### src/rtl/bus_arbiter_mux.sv
// Four-master round-robin bus arbiter with an owner-selected slave mux.
// A stall watchdog forces the bus free after TIMEOUT_CYCLES stalled access cycles.
module bus_arbiter_mux #(
    parameter int TIMEOUT_CYCLES = 255
) (
    input  logic        clk,
    input  logic        reset,
    input  logic        m0_req_,
    input  logic [31:0] m0_addr,
    input  logic        m0_as_,
    input  logic        m0_rw,
    input  logic [31:0] m0_wr_data,
    input  logic        m1_req_,
    input  logic [31:0] m1_addr,
    input  logic        m1_as_,
    input  logic        m1_rw,
    input  logic [31:0] m1_wr_data,
    input  logic        m2_req_,
    input  logic [31:0] m2_addr,
    input  logic        m2_as_,
    input  logic        m2_rw,
    input  logic [31:0] m2_wr_data,
    input  logic        m3_req_,
    input  logic [31:0] m3_addr,
    input  logic        m3_as_,
    input  logic        m3_rw,
    input  logic [31:0] m3_wr_data,
    output logic        m0_grnt_,
    output logic        m1_grnt_,
    output logic        m2_grnt_,
    output logic        m3_grnt_,
    output logic [31:0] s_addr,
    output logic        s_as_,
    output logic        s_rw,
    output logic [31:0] s_wr_data,
    input  logic        s_rdy_,
    output logic        bus_timeout
);
    localparam logic [7:0] TMO_LAST = 8'(TIMEOUT_CYCLES - 1);

    typedef enum logic {IDLE, GRANT} state_t;

    logic [3:0]       req_n, as_n, rw;
    logic [3:0][31:0] addr, wr_data;

    assign req_n   = {m3_req_, m2_req_, m1_req_, m0_req_};
    assign as_n    = {m3_as_, m2_as_, m1_as_, m0_as_};
    assign rw      = {m3_rw, m2_rw, m1_rw, m0_rw};
    assign addr    = {m3_addr, m2_addr, m1_addr, m0_addr};
    assign wr_data = {m3_wr_data, m2_wr_data, m1_wr_data, m0_wr_data};

    state_t     state, state_nxt;
    logic [1:0] owner, owner_nxt, last_owner, last_nxt;
    logic [7:0] stall_cnt, cnt_nxt;
    logic [3:0] grnt_n, grnt_nxt;
    logic       to_nxt, found, stall;
    logic [1:0] win, cand;

    always_comb begin
        state_nxt = state;
        owner_nxt = owner;
        last_nxt  = last_owner;
        cnt_nxt   = 8'd0;
        to_nxt    = 1'b0;
        found     = 1'b0;
        win       = last_owner;
        cand      = last_owner;
        stall     = 1'b0;

        // Search starts one past the last owner; i=4 wraps back to it.
        for (int i = 1; i <= 4; i++) begin
            cand = last_owner + 2'(i);
            if (!found && !req_n[cand]) begin
                found = 1'b1;
                win   = cand;
            end
        end

        case (state)
            IDLE: begin
                if (found) begin
                    state_nxt = GRANT;
                    owner_nxt = win;
                end
            end
            GRANT: begin
                stall = !as_n[owner] && s_rdy_;
                // Timeout wins over a simultaneous release so the pulse is never lost.
                if (stall && stall_cnt == TMO_LAST) begin
                    to_nxt    = 1'b1;
                    state_nxt = IDLE;
                    last_nxt  = owner;
                end else if (req_n[owner]) begin
                    state_nxt = IDLE;
                    last_nxt  = owner;
                end else if (stall) begin
                    cnt_nxt = stall_cnt + 8'd1;
                end
            end
            default: state_nxt = IDLE;
        endcase

        grnt_nxt = 4'hF;
        if (state_nxt == GRANT) grnt_nxt[owner_nxt] = 1'b0;
    end

    always_ff @(posedge clk) begin
        if (reset) begin
            state       <= IDLE;
            owner       <= 2'd0;
            last_owner  <= 2'd3;
            stall_cnt   <= 8'd0;
            grnt_n      <= 4'hF;
            bus_timeout <= 1'b0;
        end else begin
            state       <= state_nxt;
            owner       <= owner_nxt;
            last_owner  <= last_nxt;
            stall_cnt   <= cnt_nxt;
            grnt_n      <= grnt_nxt;
            bus_timeout <= to_nxt;
        end
    end

    assign {m3_grnt_, m2_grnt_, m1_grnt_, m0_grnt_} = grnt_n;

    always_comb begin
        s_addr    = 32'd0;
        s_as_     = 1'b1;
        s_rw      = 1'b1;
        s_wr_data = 32'd0;
        if (state == GRANT) begin
            s_addr    = addr[owner];
            s_as_     = as_n[owner];
            s_rw      = rw[owner];
            s_wr_data = wr_data[owner];
        end
    end
endmodule

### config.mk
export PLATFORM = sky130hd
export DESIGN_NAME = bus_arbiter_mux
export DESIGN_NICKNAME = d
export VERILOG_FILES = /design/src/rtl/bus_arbiter_mux.sv
export SDC_FILE = /design/constraint.sdc
export NUM_CORES = 1
export LEC_CHECK = 0
export BUFFER_PORTS_ARGS = -buffer_cell sky130_fd_sc_hd__buf_2
export CORE_AREA = 2 2 133 135
export DETAILED_ROUTE_END_ITERATION = 10
export DIE_AREA = 0 0 135 137
export PLACE_DENSITY = 0.54
export SLEW_MARGIN = 10
export SYNTH_ARGS = -nofsm -noshare
export SYNTH_HDL_FRONTEND = slang
export SYNTH_SLANG_ARGS = --single-unit
### constraint.sdc
create_clock -name clk -period 3.9 [get_ports clk]
set_input_delay 0.78 -clock clk [delete_from_list [all_inputs] [get_ports clk]]
set_output_delay 0.78 -clock clk [all_outputs]
set_load 0.01 [all_outputs]
=== Word level (Yosys, flattened, before mapping) ===
Cells that the tools add are included.

* $add $sub $neg: 4
* Bitwise operators: 4
* Equality and inequality tests: 1
* Reductions and logical operators: 17
* Multiplexer cells: 41
* Order comparisons: 7

{| class="wikitable"
|+ Operators by type and width
! kind !! number
|-
| $bmux W32 S2 || 2
|-
| $mux W32 || 4
|-
| $lt A2 B3 Y1 const B || 6
|-
| $mux W1 || 18
|-
| $mux W2 || 8
|-
| $bmux W1 S2 || 7
|-
| $add A8 B1 Y8 const B || 1
|-
| $eq A8 B8 Y1 const B || 1
|-
| $logic_and A1 B1 Y1 || 6
|-
| $logic_not A1 Y1 || 6
|-
| $reduce_or A5 Y1 || 1
|-
| $add A2 B2 Y2 const B || 2
|-
| $not A4 Y4 || 1
|-
| $reduce_or A2 Y1 || 2
|-
| $not A1 Y1 || 3
|-
| $add A2 B1 Y2 const B || 1
|-
| $demux W1 S2 || 1
|-
| $ge A2 B1 Y1 const B || 1
|-
| $pmux W1 S2 || 1
|-
| $reduce_and A2 Y1 || 1
|-
| $reduce_bool A2 Y1 || 1
|}

* Output and inout bits: 71
* Register bits: 18
* Logic and storage cells: 80

=== Logic depth before layout (Yosys ltp) ===
Gate-level depths: netlist of the first run.

* Word-level depth: 19
* Gate-level depth with buffers: 6

=== Worst setup path before layout of the first run ===
OpenSTA, ideal clock, no wires.

* Path kind: reg2out
* Start point: register owner[0]
* End point: output port s_addr[0]
* Data arrival time: 1.431 ns
* Cell stages (with the launch flop): 5
* Slack: 1.689 ns
* Buffers on the path: 2
* Cell sequence: dfxtp_1 > buf_2 > buf_2 > mux4_2 > and2_1

* Longest elaborated chain between the ends: 3

{| class="wikitable"
|+ RTL lines
! what !! line !! RTL
|-
| start: declaration || 53 || <nowiki>logic [1:0] owner, owner_nxt, last_owner, last_nxt;</nowiki>
|-
| start signal: assignment || 117 || <nowiki>owner <= owner_nxt;</nowiki>
|-
| $bmux W32 S2 || 133 || <nowiki>s_addr = addr[owner];</nowiki>
|-
| $mux W32 (not written as such) || 133 ||
|-
| $mux W32 || 132 || <nowiki>if (state == GRANT) begin</nowiki>
|-
| end: declaration || 32 || <nowiki>output logic [31:0] s_addr,</nowiki>
|}

Every way passes these cells. The select of a mux whose other input is x is not followed.

=== Worst setup path after layout of the first run ===
* Start point: register owner[1]
* End point: output port s_wr_data[25]

* Longest elaborated chain between the ends: 3

{| class="wikitable"
|+ RTL lines
! what !! line !! RTL
|-
| $bmux W32 S2 || 136 || <nowiki>s_wr_data = wr_data[owner];</nowiki>
|-
| $mux W32 (not written as such) || 136 ||
|-
| $mux W32 || 132 ||
|-
| end: declaration || 35 || <nowiki>output logic [31:0] s_wr_data,</nowiki>
|}

Every way passes these cells. The select of a mux whose other input is x is not followed.

==> results of run 1 <==
[power groups by stage]
stage,Sequential (mW),Combinational [mW],Clock [mW]
finish,0.284,0.836,0.209
global route,0.295,0.899,0.221
CTS,0.289,0.842,0.213
detailed placement,0.292,0.837,0
global placement,0.291,0.834,0
floorplan,0.210,0.567,0
[sequential cells by signal (all words and copies together) (netlist names)]
name,cells
stall_cnt,8
last_owner,2
bus_timeout,1
state,1
owner,2
grnt_n,4
[metal layers]
layer / vias up / GRT usage
met2: 160 / 0.2310
met5: - / 0
met1: 1748 / 0.2095
met3: 20 / 0.03630
li1: 1646 / -
met4: 2 / 0.02546
[layout by cell type (no fill, tap or decap), types with 5 or more instances in the layout]
cell	netlist	routed
and2_1	67	67
dfxtp_1	18	15
buf_2	9	341
mux4_2	66	66
buf_4	1	5
nor2_1	21	21
nand2_1	7	7
nand3_1	10	10
[cell type report]
cell class / count / share of cell area
inverter: 3 / 0.002307
tap: 225 / 0.05766
antenna: 2 / 0.001025
multi-input combinational: 208 / 0.4859
clock inverter: 1 / 0.0007688
sequential: 18 / 0.07560
clock buffer: 3 / 0.01538
timing repair buffer: 347 / 0.3614
[worst reg2reg max path: stages (launching register included)]
cell and delay, ns:
dfxtp_4 0.88, mux2_2 0.47, o2bb2ai_2 0.31, o211ai_1 0.35, nor2_1 0.19
[logic make-up (layout without fill, tap and decap cells)]
| logic type | after synthesis | count (layout) | share of synthesized area |
|---|---|---|---|
| AOI/OAI and AO/OA | 16 | 16 | 0.04680 |
| muxes | 70 | 70 | 0.5341 |
| other | 0 | 2 | 0 |
| buffers and inverters | 28 | 354 | 0.04462 |
| DFF | 18 | 18 | 0.1260 |
| adders and majority gates | 2 | 2 | 0.008748 |
| xor gates and xnor gates | 6 | 6 | 0.01838 |
| and+or+nand+nor | 114 | 114 | 0.2214 |
[cell usage after synthesis, drive strengths merged, types with 2 or more instances]
master	number	area [um2]
nand2	7	26.28
nand2b	3	18.77
a31oi	3	25.02
a41oi	2	17.52
clkbuf	14	52.55
mux4	66	1486
ha	2	25.02
nand3	10	50.05
and2	68	427.9
mux2i	3	30.03
o21ai	3	15.01
nor2	21	78.83
xnor2	3	26.28
buf	11	63.81
dfxtp	18	360.4
inv	3	11.26
xor2	3	26.28
nor2b	2	12.51
o211ai	2	15.01
[worst paths after layout]
path	from	endpoint	slack (ns)	cells after the start
min	stall_cnt[0]	stall_cnt[0]	0.46	1
min reg2reg	stall_cnt[0]	stall_cnt[0]	0.46	1
max reg2reg	owner[1]	stall_cnt[6]	1.64	4
max	owner[1]	s_wr_data[25]	0.98	4
==> results.yml, run 1 <==
floorplan:
  core_region_area_um2: 17060
  die_h_um: 137
  initial_utilization: 0.1677
  dieArea_um2: 18500
  row_count: 48
  num_io_pins: 342
  die_width_um: 135
drt:
  met1Wirelength_um: 6742
  drt_pass1_iterations: 4
  drtIter0Drc: 214
  ant_nets: 0
  wl_um: 15290
  drc: 0
  via_count: 3576
  route.top_layer_used: "met5"
  dr_wl_met3_um: 1250
  detail_route.wl_per_cell_um: 18.95
  via_per_inst: 4.431
  wl_met2_um: 7061
flow_run:
  maxCapViolations: 0
timing:
  fin_ws_ns: 0.9812
  fmax_mhz: 342.6
  tns_ns: 0
  hold-worst-slack_ns: 0.4561
  fin_crit_sh: 0.7484
  slew_violations: 0
  fin_skew_ns: 0.004593
  setup_viol: 0
  hold_violations: 0
  slew_headroom: 0.4535
  fin_crit_ns: 2.919
  grt_setup_unrepaired: "no"
  tightest_slew_ns: 0.8197
clocking:
  cts_tree: "done"
  post_cts_resized: 0
  clk_latency_ns: 0.25
  root_buffer: "clkbuf_16"
  cts_buffers: 3
  ctsLongestPathBuffers: 2
  postCtsSetupRepairBufs: 0
  cts.clk_slew.worst_paths_ns: 0.05
  cts_max_level: 1
  ctsHoldBuffers: 0
  clock-sinks: 18
logic_synthesis:
  synthArstFlopShare: 0
  synth_seq_cells: 18
  syn-cell-area_um2: 2860
  synth-main-ff-cell: "dfxtp_1"
  synth_nets: 527
  synth_cells: 254
  synth_cell_types: 33
  synth-seq-area-share: 0.1260
  synth-edff-count: 0
  synth_area_per_cell_um2: 11.26
  ys.warnings.count: 0
cells_and_area:
  regArea_um2: 369.1
  multiInputGateArea_um2: 2372
  finalInstanceArea_um2: 4882
  fin_util: 0.2862
  drive_gt1_frac: 0.7310
  instances_no_fill: 807
  nets: 854
  n_fill_cell: 1864
  area_growth_pct: 70.69
place:
  dp_hpwl_um: 12970
  pre_cts_slack_ns: 1.270
  dp.cells: 801
  gp_congestion: 0.9078
  place_area_um2: 4798
  io_buffers: 341
setup_path:
  arrival_ns: 2.14
  path_buf_inv: 2
  critPathMaxFanout: 56
  crit_path_end_kind: "primary output"
  path_cells: "buf_4 > mux4_2 > and2_1 > buf_2"
  path_class: "flop to primary output"
  required_ns: 3.12
  slowest_delay_ns: 0.88
  startpoint_type: "flop"
  path_delay_family: "flip-flops"
  worst_path_max_delay_cell: "dfxtp_4"
global_routing:
  gr-total-overflow: 0
  grt_usage: 0.1478
  grt_pass1_wl_um: 20880
  antenna_found_initial: 2
  grt_pass1_vias: 3439
  grt_max_degree: 57
pwr:
  pwr-share-clk: 0.157
  ir_worst_vdd_mv: 0.2025
  power.total_mw: 1.329
  switching_share: 0.3742
  power.internal_uw: 831.6
  p_leak_nw: 2.341
  seq_power_share: 0.214
  p_comb_frac: 0.629
  power_density_nw_per_um2: 272.2
  p_switching_uw: 497.3
status:
  status: "completed"
hold_path:
  hp-class: "flop to flop"
Power figures use the tool's default switching activity.
==> inputs of run 2 (changes only) <==
--- a/config.mk
+++ b/config.mk
@@ -9,7 +9,7 @@
 export CORE_AREA = 2 2 133 135
 export DETAILED_ROUTE_END_ITERATION = 10
 export DIE_AREA = 0 0 135 137
-export PLACE_DENSITY = 0.54
+export PLACE_DENSITY = 0.55
 export SLEW_MARGIN = 10
 export SYNTH_ARGS = -nofsm -noshare
 export SYNTH_HDL_FRONTEND = slang
==> constraint.sdc (replaced) <==
create_clock -name clk -period 2.56 [get_ports clk]
set_input_delay 0.512 -clock clk [delete_from_list [all_inputs] [get_ports clk]]
set_output_delay 0.512 -clock clk [all_outputs]
set_load 0.01 [all_outputs]
==> run 2 against run 1 <==
  * Combinational power up 65%
  * Critical path depth is the same
  * Sequential cell count stayed put
  * Worst hold slack better by 0.0095 ns
==> results.yml, run 2 (synthesized netlist as in run 1, its figures left out) <==
status:
  status: "completed"
drt:
  via_per_inst: 4.454
  drt_pass1_iterations: 4
  drtIter0Drc: 144
  detail_route.wl_per_cell_um: 18.60
  ant_nets: 0
  via_count: 3608
  wl_um: 15070
  drc: 0
clocking:
  ctsLongestPathBuffers: 2
  cts_buffers: 3
  clock-sinks: 18
  cts.clk_slew.worst_paths_ns: 0.05
  clk_latency_ns: 0.25
  cts_tree: "done"
  postCtsSetupRepairBufs: 0
  post_cts_resized: 0
  ctsHoldBuffers: 0
  cts_max_level: 1
  root_buffer: "clkbuf_16"
place:
  place_area_um2: 4843
  pre_cts_slack_ns: 0.4253
  dp_hpwl_um: 12820
  io_buffers: 341
  gp_congestion: 0.8978
cells_and_area:
  top_register: "stall_cnt"
  largest_reg_flops: 8
  finalInstanceArea_um2: 4932
  nets: 855
  area_growth_pct: 72.44
  largestRegisters: "stall_cnt x8, grnt_n x4"
  fin_util: 0.2892
  final_cell_mix: "buf_2, and2_1, mux4_2, nor2_1, dfxtp_1"
  final_common_cell: "buf_2"
  drive_gt1_frac: 0.7315
global_routing:
  grt_usage: 0.1454
  grt_pass1_wl_um: 20560
  grt_max_degree: 38
  grt_pass1_vias: 3436
  gr-total-overflow: 0
  antenna_found_initial: 2
setup_path:
  startpoint_type: "flop"
  path_delay_family: "multiplexers"
  path_class: "flop to primary output"
  worst_path_max_delay_cell: "mux4_2"
  required_ns: 2.05
  path_cells: "buf_12 > mux4_2 > and2_1 > buf_2"
  path_buf_inv: 2
  crit_path_end_kind: "primary output"
  slowest_delay_ns: 0.54
  critPathMaxFanout: 29
  arrival_ns: 1.87
floorplan:
  core_region_area_um2: 17060
  die_width_um: 135
  row_count: 48
  dieArea_um2: 18500
  die_h_um: 137
  num_io_pins: 342
  initial_utilization: 0.1677
hold_path:
  hp-class: "flop to flop"
timing:
  grt_setup_unrepaired: "no"
  slew_violations: 0
  fin_ws_ns: 0.1735
  fin_crit_sh: 0.9322
  hold-worst-slack_ns: 0.4656
  tns_ns: 0
  slew_headroom: 0.5558
  tightest_slew_ns: 0.6576
  setup_viol: 0
  hold_violations: 0
  fin_crit_ns: 2.387
  fin_skew_ns: 0.005341
  fmax_mhz: 419.0
pwr:
  ir_worst_vdd_mv: 0.3663
  power_density_nw_per_um2: 417.8
  p_leak_nw: 2.356
flow_run:
  maxCapViolations: 0
## run 2: cell count changes in the layout (fill, tap and decap cells not counted)
cell	change
buf_12	+3
buf_4	-2
clkbuf_1	+1
diode_2	+2
clkinv_1	-1
## run 2: worst paths after layout
kind                     start            to  slack, ns  cells after the start
hold reg to reg   stall_cnt[0]  stall_cnt[0]       0.47                      1
setup reg to reg      owner[1]     grnt_n[1]       0.64                      4
setup / recovery      owner[0]  s_wr_data[3]       0.17                      4
hold / removal    stall_cnt[0]  stall_cnt[0]       0.47                      1
## run 2: final cells by class
cell class              instances  area (um2)
fillers                      1856       12120
well taps                     225       281.5
repair buffers                348        1809
multi-input cells             208        2372
flip-flops and latches         18       369.1
inverters                       3       11.26
diodes                          4       10.01
clock buffers                   4       78.83
## run 2: routing by layer
metal	GRT usage	vias to the layer above	wire length, um
li1	-	1649	-
met1	0.2048	1764	6519
met2	0.2329	183	7158
met3	0.02519	12	1187
met4	0.03241	0	203
met5	0	-	0
## run 2: report_power, final
part	leakage (nW)	switching, mW	internal [mW]	total, mW
sequential	0.148	0.0582	0.306	0.365
combinational	2.17	0.602	0.773	1.38
clock	0.0382	0.109	0.212	0.321
total	2.36	0.769	1.29	2.06
## run 2: metrics by stage
step,instances,total power [mW]
2_1_floorplan,254,1.185
3_3_place_gp,802,1.747
3_5_place_dp,802,1.749
4_1_cts,806,2.077
5_1_grt,808,2.185
6_report,810,2.061
==> inputs of run 3 (changes only) <==
--- a/config.mk
+++ b/config.mk
@@ -7,6 +7,7 @@
 export LEC_CHECK = 0
 export BUFFER_PORTS_ARGS = -buffer_cell sky130_fd_sc_hd__buf_2
 export CORE_AREA = 2 2 133 135
+export CTS_BUF_LIST = sky130_fd_sc_hd__clkbuf_8
 export DETAILED_ROUTE_END_ITERATION = 10
 export DIE_AREA = 0 0 135 137
 export PLACE_DENSITY = 0.55
==> run 3 against run 2 <==
  * Cell area fell by 0.68%
  * Global-route usage is 0.070 points lower
  * Total power is 6.1% lower
  * Largest cell class unchanged
  * Sequential cell count stayed put
==> results.yml, run 3 (synthesized netlist as in run 1, its figures left out) <==
pwr:
  pwr-share-clk: 0.101
  p_leak_nw: 2.344
  p_switching_uw: 750.3
  seq_power_share: 0.188
  power.internal_mw: 1.185
  switching_share: 0.3877
  p_comb_frac: 0.711
  power_density_nw_per_um2: 395.1
  ir_worst_vdd_mv: 0.2552
global_routing:
  grt_pass1_wl_um: 20530
  gr-total-overflow: 0
  antenna_found_initial: 2
  grt_max_degree: 38
  grt_usage: 0.1447
  grt_pass1_vias: 3435
cells_and_area:
  final_common_cell: "buf_2"
  final_cell_mix: "buf_2, and2_1, mux4_2, nor2_1, dfxtp_1"
  largest_reg_flops: 8
  top_register: "stall_cnt"
  area_growth_pct: 71.26
  multiInputGateArea_um2: 2372
  instances_no_fill: 810
  finalInstanceArea_um2: 4898
  regArea_um2: 369.1
  drive_gt1_frac: 0.7315
  largestRegisters: "stall_cnt x8, grnt_n x4"
  n_fill_cell: 1858
  nets: 855
clocking:
  postCtsSetupRepairBufs: 0
  cts.clk_slew.worst_paths_ns: 0.07
  cts_tree: "done"
  cts_max_level: 1
  ctsHoldBuffers: 0
  ctsLongestPathBuffers: 2
  clk_latency_ns: 0.25
  post_cts_resized: 0
  root_buffer: "clkbuf_8"
  clock-sinks: 18
  cts_buffers: 3
setup_path:
  critPathMaxFanout: 29
  r2r-start: "owner[1]"
  startpoint_type: "flop"
  required_ns: 2.05
  crit_path_end_kind: "primary output"
  path_class: "flop to primary output"
  arrival_ns: 1.88
  rrSetupSlack_ns: 0.65
  reg2regPathDepth: 4
  worstReg2RegEnd: "grnt_n[2]"
drt:
  via_count: 3606
  via_per_inst: 4.452
  wl_um: 14990
  drtIter0Drc: 190
  drc: 0
  detail_route.wl_per_cell_um: 18.50
  drt_pass1_iterations: 4
  ant_nets: 0
timing:
  fin_crit_ns: 2.390
  grt_setup_unrepaired: "no"
  tightest_slew_ns: 0.6607
  slew_headroom: 0.5537
  fin_crit_sh: 0.9334
  hold_violations: 0
  fin_ws_ns: 0.1704
  tns_ns: 0
  fmax_mhz: 418.5
  slew_violations: 0
  setup_viol: 0
  fin_skew_ns: 0.008165
  hold-worst-slack_ns: 0.4683
place:
  io_buffers: 341
  place_area_um2: 4843
  gp_congestion: 0.8978
  dp_hpwl_um: 12820
  pre_cts_slack_ns: 0.4253
  dp.cells: 802
hold_path:
  hp-class: "flop to flop"
  min_path_cells: 1
  whs_endpoint: "stall_cnt[0]"
  min-delay-start: "stall_cnt[0]"
floorplan:
  die_h_um: 137
  num_io_pins: 342
  core_region_area_um2: 17060
  initial_utilization: 0.1677
  dieArea_um2: 18500
  die_width_um: 135
  row_count: 48
flow_run:
  maxCapViolations: 0
status:
  status: "completed"
==> run 3: changes by cell type in the layout (fill, tap and decap cells not counted) <==
cell       previous run  this run
clkbuf_1              1         0
clkbuf_8              0         3
inv_1                 3         4
clkbuf_16             3         0
==> run 3: routing by layer <==
layer  GRT usage  wire (um)  vias to the layer above
met5           0          0                        -
met4     0.02894        178                        0
met3     0.02519       1160                       10
met2      0.2324       7106                      167
met1      0.2046       6543                     1778
li1            -          -                     1651
==> run 3: per-stage QoR <==
step / power (mW) / util
2_1_floorplan: 1.185 / -
3_3_place_gp: 1.747 / 0.2840
3_5_place_dp: 1.749 / 0.2840
4_1_cts: 1.955 / 0.2866
5_1_grt: 2.062 / 0.2869
6_report: 1.936 / 0.2872
==> run 3: power by group through the flow <==
| stage | clock network [mW] | logic (mW) | registers (mW) |
|---|---|---|---|
| 5_1_grt | 0.213 | 1.48 | 0.370 |
| 3_5_place_dp | 0 | 1.38 | 0.370 |
| 6_report | 0.196 | 1.38 | 0.364 |
| 4_1_cts | 0.201 | 1.39 | 0.365 |
| 2_1_floorplan | 0 | 0.864 | 0.320 |
| 3_3_place_gp | 0 | 1.38 | 0.370 |
==> run 3: worst max-delay path by stage <==
stage / slack [ns] / endpoint / start
global placement: 0.44 / s_wr_data[3] / owner[0]
global route: 0.07 / s_wr_data[4] / owner[0]
CTS: 0.14 / s_wr_data[3] / owner[0]
floorplan: 0.62 / s_addr[0] / owner[0]
detailed placement: 0.43 / s_wr_data[4] / owner[0]
finish: 0.17 / s_wr_data[3] / owner[0]
==> run 3: final cells by class <==
type / instances / area share
multi-input cells: 208 / 0.4843
flip-flops and latches: 18 / 0.07535
repair buffers: 348 / 0.3693
well taps: 225 / 0.05747
diodes: 4 / 0.002043
clock inverters: 1 / 0.0007663
inverters: 3 / 0.002299
clock buffers: 3 / 0.008429
==> run 3: critical path: stages, from the launching register on <==
cell     delay (ns)
dfxtp_4        0.47
buf_12         0.27
mux4_2         0.54
and2_1         0.17
buf_2          0.14
